<file path="config.mk">
export PLATFORM = sky130hd
export DESIGN_NAME = breakout_flow_ctrl_flat
export DESIGN_NICKNAME = d
export VERILOG_FILES = /design/src/rtl/breakout_flow_ctrl_pkg.sv /design/src/rtl/breakout_flow_ctrl_if.sv /design/src/rtl/breakout_flow_ctrl_ms_tick_gen.sv /design/src/rtl/breakout_flow_ctrl.sv /design/src/flat_wrapper.sv
export SDC_FILE = /design/constraint.sdc
export NUM_CORES = 1
export LEC_CHECK = 0
export CAP_MARGIN = 20
export CORE_ASPECT_RATIO = 0.9
export CORE_UTILIZATION = 35
export DETAILED_ROUTE_END_ITERATION = 7
export GPL_ROUTABILITY_DRIVEN = 0
export PLACE_DENSITY_LB_ADDON = 0.12
export SLEW_MARGIN = 10
export SYNTH_ARGS = -nofsm -noshare
export SYNTH_HDL_FRONTEND = slang
export SYNTH_SLANG_ARGS = --single-unit
</file>
<file path="constraint.sdc">
create_clock -name clk -period 2.95 [get_ports clk]
set_input_delay 0.59 -clock clk [delete_from_list [all_inputs] [get_ports clk]]
set_output_delay 0.59 -clock clk [all_outputs]
set_load 0.1 [all_outputs]
</file>
<file path="src/rtl/breakout_flow_ctrl_pkg.sv">
// Shared Breakout definitions: state encodings, life limits and score saturation.
// The HUD renderer imports the same package to decode state_code.
package breakout_pkg;

   typedef enum logic [2:0] {
      ST_IDLE  = 3'd0,
      ST_SERVE = 3'd1,
      ST_PLAY  = 3'd2,
      ST_PAUSE = 3'd3,
      ST_LOST  = 3'd4,
      ST_CLEAR = 3'd5,
      ST_OVER  = 3'd6
   } state_e;

   localparam int unsigned LIVES_MIN     = 1;
   localparam int unsigned LIVES_MAX     = 3;
   localparam int unsigned SCORE_W       = 12;
   localparam int unsigned CORE_SCORE_W  = 10;
   localparam int unsigned BRICKS_W      = 48;
   localparam int unsigned LEVEL_MAX     = 15;
   localparam int unsigned DLY_W         = 12;
   localparam int unsigned SERVE_STEP_MS = 1000;
   localparam int unsigned SERVE_MS      = 3000;

   // Carry out of the score adder means the 12-bit total overflowed.
   function automatic logic [SCORE_W-1:0] sat12(input logic [SCORE_W:0] s);
      return s[SCORE_W] ? '1 : s[SCORE_W-1:0];
   endfunction

endpackage

</file>
<file path="src/rtl/breakout_flow_ctrl_if.sv">
// Game-core link: run/reinit controls out, ball/brick/score status back.
interface breakout_flow_ctrl_if;

   logic                                    game_run;
   logic                                    new_game;
   logic                                    ball_lost;
   logic [breakout_pkg::BRICKS_W-1:0]       bricks_alive;
   logic [breakout_pkg::CORE_SCORE_W-1:0]   score;

   modport master (
      output game_run, new_game,
      input  ball_lost, bricks_alive, score
   );

   modport slave (
      input  game_run, new_game,
      output ball_lost, bricks_alive, score
   );

endinterface

</file>
<file path="src/rtl/breakout_flow_ctrl_ms_tick_gen.sv">
// Free-running millisecond prescaler: one-cycle ms_tick every CLK_FREQ_HZ/1000 clocks.
module ms_tick_gen #(
   parameter int unsigned CLK_FREQ_HZ = 50_000_000
) (
   input  logic clk,
   input  logic reset_n,
   output logic ms_tick
);

   localparam int unsigned DIV = (CLK_FREQ_HZ / 1000 < 1) ? 1 : CLK_FREQ_HZ / 1000;
   localparam int unsigned CW  = (DIV > 1) ? $clog2(DIV) : 1;

   logic [CW-1:0] cnt;
   logic          wrap;

   always_comb wrap = (cnt == CW'(DIV - 1));

   always_ff @(posedge clk or negedge reset_n) begin
      if (!reset_n) begin
         cnt     <= '0;
         ms_tick <= 1'b0;
      end else begin
         cnt     <= wrap ? '0 : cnt + 1'b1;
         ms_tick <= wrap;
      end
   end

endmodule

</file>
<file path="src/rtl/breakout_flow_ctrl.sv">
// Breakout game flow FSM: serve countdown, play/pause, life loss, level clear,
// game over, banked score and high score.
module breakout_flow_ctrl
   import breakout_pkg::*;
#(
   parameter int unsigned CLK_FREQ_HZ = 50_000_000,
   parameter int unsigned LIVES_INIT  = 3,
   parameter int unsigned LOST_MS     = 1000
) (
   input  logic                clk,
   input  logic                reset_n,
   input  logic                tap,
   input  logic                pause_tap,
   breakout_flow_ctrl_if.master core,
   output logic [1:0]          lives,
   output logic [3:0]          level,
   output logic [1:0]          countdown,
   output logic [SCORE_W-1:0]  total_score,
   output logic [SCORE_W-1:0]  high_score,
   output logic [2:0]          state_code
);

   localparam int unsigned LIVES_CLAMP =
      (LIVES_INIT < LIVES_MIN) ? LIVES_MIN :
      (LIVES_INIT > LIVES_MAX) ? LIVES_MAX : LIVES_INIT;

   state_e             state;
   logic [DLY_W-1:0]   dly;
   logic [DLY_W-1:0]   dly_inc;
   logic [SCORE_W-1:0] banked;
   logic [SCORE_W-1:0] sum_sat;
   logic               game_run_q;
   logic               new_game_q;
   logic               ms_tick;
   logic               hold_done;
   logic               serve_done;
   logic               pause_req;
   logic               resume_req;
   logic               run_phase;

   ms_tick_gen #(.CLK_FREQ_HZ(CLK_FREQ_HZ)) u_ms_tick_gen (
      .clk     (clk),
      .reset_n (reset_n),
      .ms_tick (ms_tick)
   );

   function automatic logic [1:0] serve_count(input logic [DLY_W-1:0] d);
      if (d < DLY_W'(SERVE_STEP_MS))          return 2'd3;
      else if (d < DLY_W'(2 * SERVE_STEP_MS)) return 2'd2;
      else                                    return 2'd1;
   endfunction

   // Shared adder feeds both the banking update and the PLAY/PAUSE total.
   always_comb begin
      dly_inc    = dly + DLY_W'(ms_tick);
      hold_done  = ms_tick && (dly == DLY_W'(LOST_MS - 1));
      serve_done = ms_tick && (dly == DLY_W'(SERVE_MS - 1));
      sum_sat    = sat12({1'b0, banked} + (SCORE_W + 1)'(core.score));
      pause_req  = pause_tap & ~tap;
      resume_req = pause_tap | tap;
      run_phase  = (state == ST_PLAY) || (state == ST_PAUSE);
   end

   always_ff @(posedge clk or negedge reset_n) begin
      if (!reset_n) begin
         state       <= ST_IDLE;
         dly         <= '0;
         game_run_q  <= 1'b0;
         new_game_q  <= 1'b0;
         lives       <= '0;
         level       <= '0;
         countdown   <= '0;
         banked      <= '0;
         total_score <= '0;
         high_score  <= '0;
      end else begin
         dly         <= dly_inc;
         new_game_q  <= 1'b0;
         total_score <= run_phase ? sum_sat : banked;
         case (state)
            ST_IDLE: if (tap) begin
               state      <= ST_SERVE;
               dly        <= '0;
               new_game_q <= 1'b1;
               countdown  <= 2'd3;
               lives      <= 2'(LIVES_CLAMP);
               level      <= 4'd1;
               banked     <= '0;
            end
            ST_SERVE: if (serve_done) begin
               state      <= ST_PLAY;
               dly        <= '0;
               countdown  <= '0;
               game_run_q <= 1'b1;
            end else begin
               countdown  <= serve_count(dly_inc);
            end
            ST_PLAY: if (core.bricks_alive == '0) begin
               state      <= ST_CLEAR;
               dly        <= '0;
               game_run_q <= 1'b0;
               banked     <= sum_sat;
               level      <= (level == 4'(LEVEL_MAX)) ? level : level + 4'd1;
            end else if (core.ball_lost) begin
               state      <= ST_LOST;
               dly        <= '0;
               game_run_q <= 1'b0;
               banked     <= sum_sat;
               lives      <= (lives != '0) ? lives - 2'd1 : '0;
            end else if (pause_req) begin
               state      <= ST_PAUSE;
               dly        <= '0;
               game_run_q <= 1'b0;
            end
            ST_PAUSE: if (resume_req) begin
               state      <= ST_PLAY;
               dly        <= '0;
               game_run_q <= 1'b1;
            end
            ST_LOST: if (hold_done) begin
               dly <= '0;
               if (lives == '0) begin
                  state <= ST_OVER;
                  if (banked > high_score) high_score <= banked;
               end else begin
                  state      <= ST_SERVE;
                  new_game_q <= 1'b1;
                  countdown  <= 2'd3;
               end
            end
            ST_CLEAR: if (hold_done) begin
               state      <= ST_SERVE;
               dly        <= '0;
               new_game_q <= 1'b1;
               countdown  <= 2'd3;
            end
            ST_OVER: if (tap) begin
               state <= ST_IDLE;
               dly   <= '0;
            end
            default: state <= ST_IDLE;
         endcase
      end
   end

   assign core.game_run = game_run_q;
   assign core.new_game = new_game_q;
   assign state_code    = state;

endmodule

</file>
<file path="src/flat_wrapper.sv">
// flat-port wrapper written by rule: the top's interface ports become plain ports
module breakout_flow_ctrl_flat import breakout_pkg::*;
#(
   parameter int unsigned CLK_FREQ_HZ = 50_000_000,
   parameter int unsigned LIVES_INIT  = 3,
   parameter int unsigned LOST_MS     = 1000
)
  (clk, reset_n, tap, pause_tap, lives, level, countdown, total_score, high_score, state_code, core_game_run, core_new_game, core_ball_lost, core_bricks_alive, core_score);
  breakout_flow_ctrl_if core_i ();
  input  logic clk;
  input  logic reset_n;
  input  logic tap;
  input  logic pause_tap;
  output logic [1:0] lives;
  output logic [3:0] level;
  output logic [1:0] countdown;
  output logic [SCORE_W-1:0] total_score;
  output logic [SCORE_W-1:0] high_score;
  output logic [2:0] state_code;
  output wire logic [$bits(core_i.game_run)-1:0] core_game_run;
  output wire logic [$bits(core_i.new_game)-1:0] core_new_game;
  input wire logic [$bits(core_i.ball_lost)-1:0] core_ball_lost;
  input wire logic [$bits(core_i.bricks_alive)-1:0] core_bricks_alive;
  input wire logic [$bits(core_i.score)-1:0] core_score;
  assign core_game_run = core_i.game_run;
  assign core_new_game = core_i.new_game;
  assign core_i.ball_lost = core_ball_lost;
  assign core_i.bricks_alive = core_bricks_alive;
  assign core_i.score = core_score;
  breakout_flow_ctrl #(.CLK_FREQ_HZ(CLK_FREQ_HZ), .LIVES_INIT(LIVES_INIT), .LOST_MS(LOST_MS)) u_core (.clk(clk), .reset_n(reset_n), .tap(tap), .pause_tap(pause_tap), .core(core_i), .lives(lives), .level(level), .countdown(countdown), .total_score(total_score), .high_score(high_score), .state_code(state_code));
endmodule
</file>
==> metrics.md <==
| Metric | Value |
|---|---|
| GRT busiest layer | `met2` |
| Yosys reg bits | `just under 80` |
| Initial Util | `35.8%` |
| Slew @ Worst Pin | `between 0.7 and 0.8 ns` |
| Pwr dens | `roughly 850 nW/um2` |
| Top-count cell post-synth | `dfrtp_1` |
| Post-synthesis sequential area ratio | `between 30% and 40%` |
| CTS hold repair buffers | `0` |
| Vias | `approximately 4.5k` |
| IO Port Bufs | `between 90 and 100` |
| P_leak | `2.80 nW` |
| Worst rel slew slack | `between 40% and 50%` |
| Internal | `3.02 mW` |
| Setup ws final | `between 0.2 and 0.25 ns` |
| Path type of the worst min-delay path | `in2async` |
| Routed WL | `approximately 13000 um` |
| Post-Syn Instances | `557` |
| RSZ-0062 raised after global routing | `false` |
| Detail Placement HPWL | `9630 um` |
| Syn avg cell area | `between 8 and 9 um2` |
| Area fraction of the dominant cell type after synthesis | `about two fifths` |
| Clock buffer count from CTS | `9` |
| Crit path capture | `u_core.banked[1]$_DFFE_PN0P_` |
| Die area | `roughly 15000 um2` |
| Reg power frac | `25.9%` |
| Drt first pass iters | `4` |
| Synth warn | `0` |
| Final net count | `760` |
| Core ar. | `14000 um2` |
| Initial antenna violation count | `0` |
| First-pass GRT wire length | `about 21000 um` |
| FF-to-FF Start | `u_core.banked[1]$_DFFE_PN0P_` |
| TritonCTS clock tree | `built` |
| Area Growth Syn to Fin | `31.3%` |
| Num rows | `approximately 40` |
| VDD IR max | `roughly 0.44 mV` |
| Sw Share | `between 40% and 50%` |
| Origin of the worst setup path | `core_score[0]` |
| Worst skew pair latency | `about 0.34 ns` |
| Layout cells sized above 1 | `16.7%` |
| Initial DRC count | `202` |
| Commonest cells in the netlist | `78 x dfrtp_1, 72 x nand2_1, 56 x nor2_1` |
| Clk network pwr share | `21.8%` |
| Number of max-cap violations | `0` |
| Crit Path Max Fanout | `17` |
| NetSw | `about 2.5 mW` |
| Met3 usage in global routing | `~4.2%` |
| Largest net degree at the start of global routing | `66` |
| Bufs on Longest Clock Path | `2` |
| Ys async rst share | `100%` |
| GRT Residual Overflow | `0` |
| IO Pins | `100` |
| Setup Buffers After CTS | `0` |
| Final setup vio count | `0` |
| Outcome | `finished, final reports clean` |
| CP Capture Type | `flop` |
| Vias per inst | `5.15` |
| Worst-path clk slew | `0.06 ns` |
| Post-synthesis cell area | `4990 um2` |
| # DRC | `0` |
| Post-synth cell types | `70` |
| Sink Count | `78` |
| H-Tree Level Count | `3` |
| ANT cells | `0` |
| Critical path type | `in2reg` |
| Final slew viol count | `0` |
| WHS | `0.0993 ns` |
| Yosys top cell by area | `dfrtp_1` |
| Inst Count DP | `around 850` |
| Maximum clock frequency | `about 0.37 GHz` |
| Die Height | `roughly 120 um` |
| GR Util met1 | `between 20% and 30%` |
| Synthesized Nets | `between 600 and 700` |
| Crit share post-route | `91.7%` |
| Final Hold Fails | `0` |
| Comb power frac | `between 50% and 60%` |
| Reg2reg setup slack | `between 0.5 and 0.6 ns` |
| Crit path required time | `approximately 3.2 ns` |
| Synth area leaders | `dfrtp_1 39%, ha_1 6.5%, nand2_1 5.4%` |
| Final antenna-violating net count | `0` |
| Clk_skew | `just under 0.007 ns` |
| Vias in the first global route | `about 4.3k` |
| Wire length per cell | `roughly 15 um` |
| Total GRT Usage | `18.6%` |
| Pre-CTS setup slack | `-0.159 ns` |
| Worst Path Arrival | `2.96 ns` |
| Met2 Usage GRT | `between 30% and 40%` |
| EDFF count, synth | `0` |
| Die W | `roughly 130 um` |
| CP Launch Type | `input pin` |
| Min Tclk post-route | `around 2.7 ns` |
| Cells on worst reg2reg path | `7` |
| # resized after CTS | `0` |
| Main synth FF type | `dfrtp_1` |
| Final Non-Filler Cells | `868` |
| Root buf cell | `clkbuf_16` |
| Reg2Reg Capture Point | `u_core.banked[1]$_DFFE_PN0P_` |
-- power by group through the flow --
stage / registers (mW) / logic (mW) / clock network (mW)
after floorplan: 2.06 / 1.43 / 0
after global placement: 1.45 / 2.86 / 0
after detailed placement: 1.45 / 2.90 / 0
after CTS: 1.44 / 2.91 / 1.25
after global routing: 1.46 / 3.16 / 1.29
final: 1.43 / 2.90 / 1.21
-- worst min path at each step --
| stage | slack [ns] | endpoint | from |
|---|---|---|---|
| 5_1_grt | 0.10 | u_core.high_score[8]$_DFFE_PN0P_ | reset_n |
| 3_5_place_dp | 0.46 | u_core.u_ms_tick_gen.cnt[15]$_DFF_PN0_ | reset_n |
| 3_3_place_gp | 0.46 | u_core.u_ms_tick_gen.cnt[15]$_DFF_PN0_ | reset_n |
| 6_report | 0.1 | u_core.high_score[8]$_DFFE_PN0P_ | reset_n |
| 2_1_floorplan | 0.29 | u_core.banked[0]$_DFFE_PN0P_ | reset_n |
| 4_1_cts | 0.09 | u_core.high_score[8]$_DFFE_PN0P_ | reset_n |
-- per-stage QoR --
step           util [%]  area [um2]  total power, mW  TNS [ns]
4_1_cts            46.9        6550             5.60         0
6_report           47.0        6560             5.54         0
3_5_place_dp       44.6        6220             4.35     -2.48
3_3_place_gp       44.6        6220             4.32     -1.30
2_1_floorplan         -        4990             3.48         0
5_1_grt            47.0        6560             5.91         0
-- flip-flops by register name, summed over array words and instances, names as in the netlist --
name,cells
u_core.u_ms_tick_gen.ms_tick,1
u_core.u_ms_tick_gen.cnt,16
u_core.lives,2
u_core.dly,12
u_core.total_score,12
u_core.high_score,12
u_core.countdown,2
u_core.level,4
u_core.core.new_game,1
u_core.banked,12
u_core.state_code,3
u_core.core.game_run,1
-- cells by family (layout without fill, tap and decap cells) --
group	count (synthesis)	count (layout)	share of synthesized area, %
DFF	78	78	39.1
muxes	16	16	3.56
adders and majority gates	27	27	6.92
and+or+nand+nor	247	247	25.6
buffers and inverters	43	161	3.86
xor gates and xnor gates	28	28	4.91
AOI/OAI and AO/OA	118	118	16.1
-- worst max-delay path: stages --
cell and delay, ns:
clkdlybuf4s50_1 0.46, ha_1 0.19, fa_1 0.21, a211oi_1 0.09, o211ai_1 0.31, a41oi_2 0.19, nor2_2 0.62, nor2_1 0.12
mux2i_1 0.17
-- layout by cell type (no fill, tap or decap), types with 6 or more instances in the layout --
cell type | Yosys | final
dfrtp_1 | 78 | 78
nand2_1 | 72 | 72
buf_4 | 2 | 64
clkdlybuf4s50_1 | 0 | 61
nor2_1 | 56 | 56
o21ai_1 | 38 | 38
ha_1 | 26 | 26
nand3_1 | 23 | 23
inv_1 | 19 | 19
xnor2_1 | 17 | 17
nor4_1 | 16 | 16
nor3_1 | 16 | 16
a21oi_1 | 14 | 14
mux2_2 | 12 | 12
a311oi_1 | 12 | 12
o21ai_0 | 11 | 11
xor2_1 | 11 | 11
nand4_1 | 10 | 10
nor2b_1 | 9 | 9
clkbuf_16 | 0 | 9
nand2b_1 | 8 | 8
and3_1 | 7 | 7
a211oi_1 | 6 | 6
a21o_1 | 6 | 6
-- layer usage --
layer | vias up | share of wire, %
met3 | 9 | 4.5
met5 | - | 0
li1 | 2246 | -
met1 | 2111 | 47
met4 | 0 | 1.1
met2 | 103 | 47
-- layout make-up --
class	count	area, um2
Clock buffer	10	239
Clock inverter	6	85.1
Fill cell	1369	7400
Inverter	19	71.3
Multi-Input combinational cell	436	2860
Sequential cell	78	1950
Tap cell	193	241
Timing Repair Buffer	126	1110
Note: power is estimated with default switching activity, not from simulation.
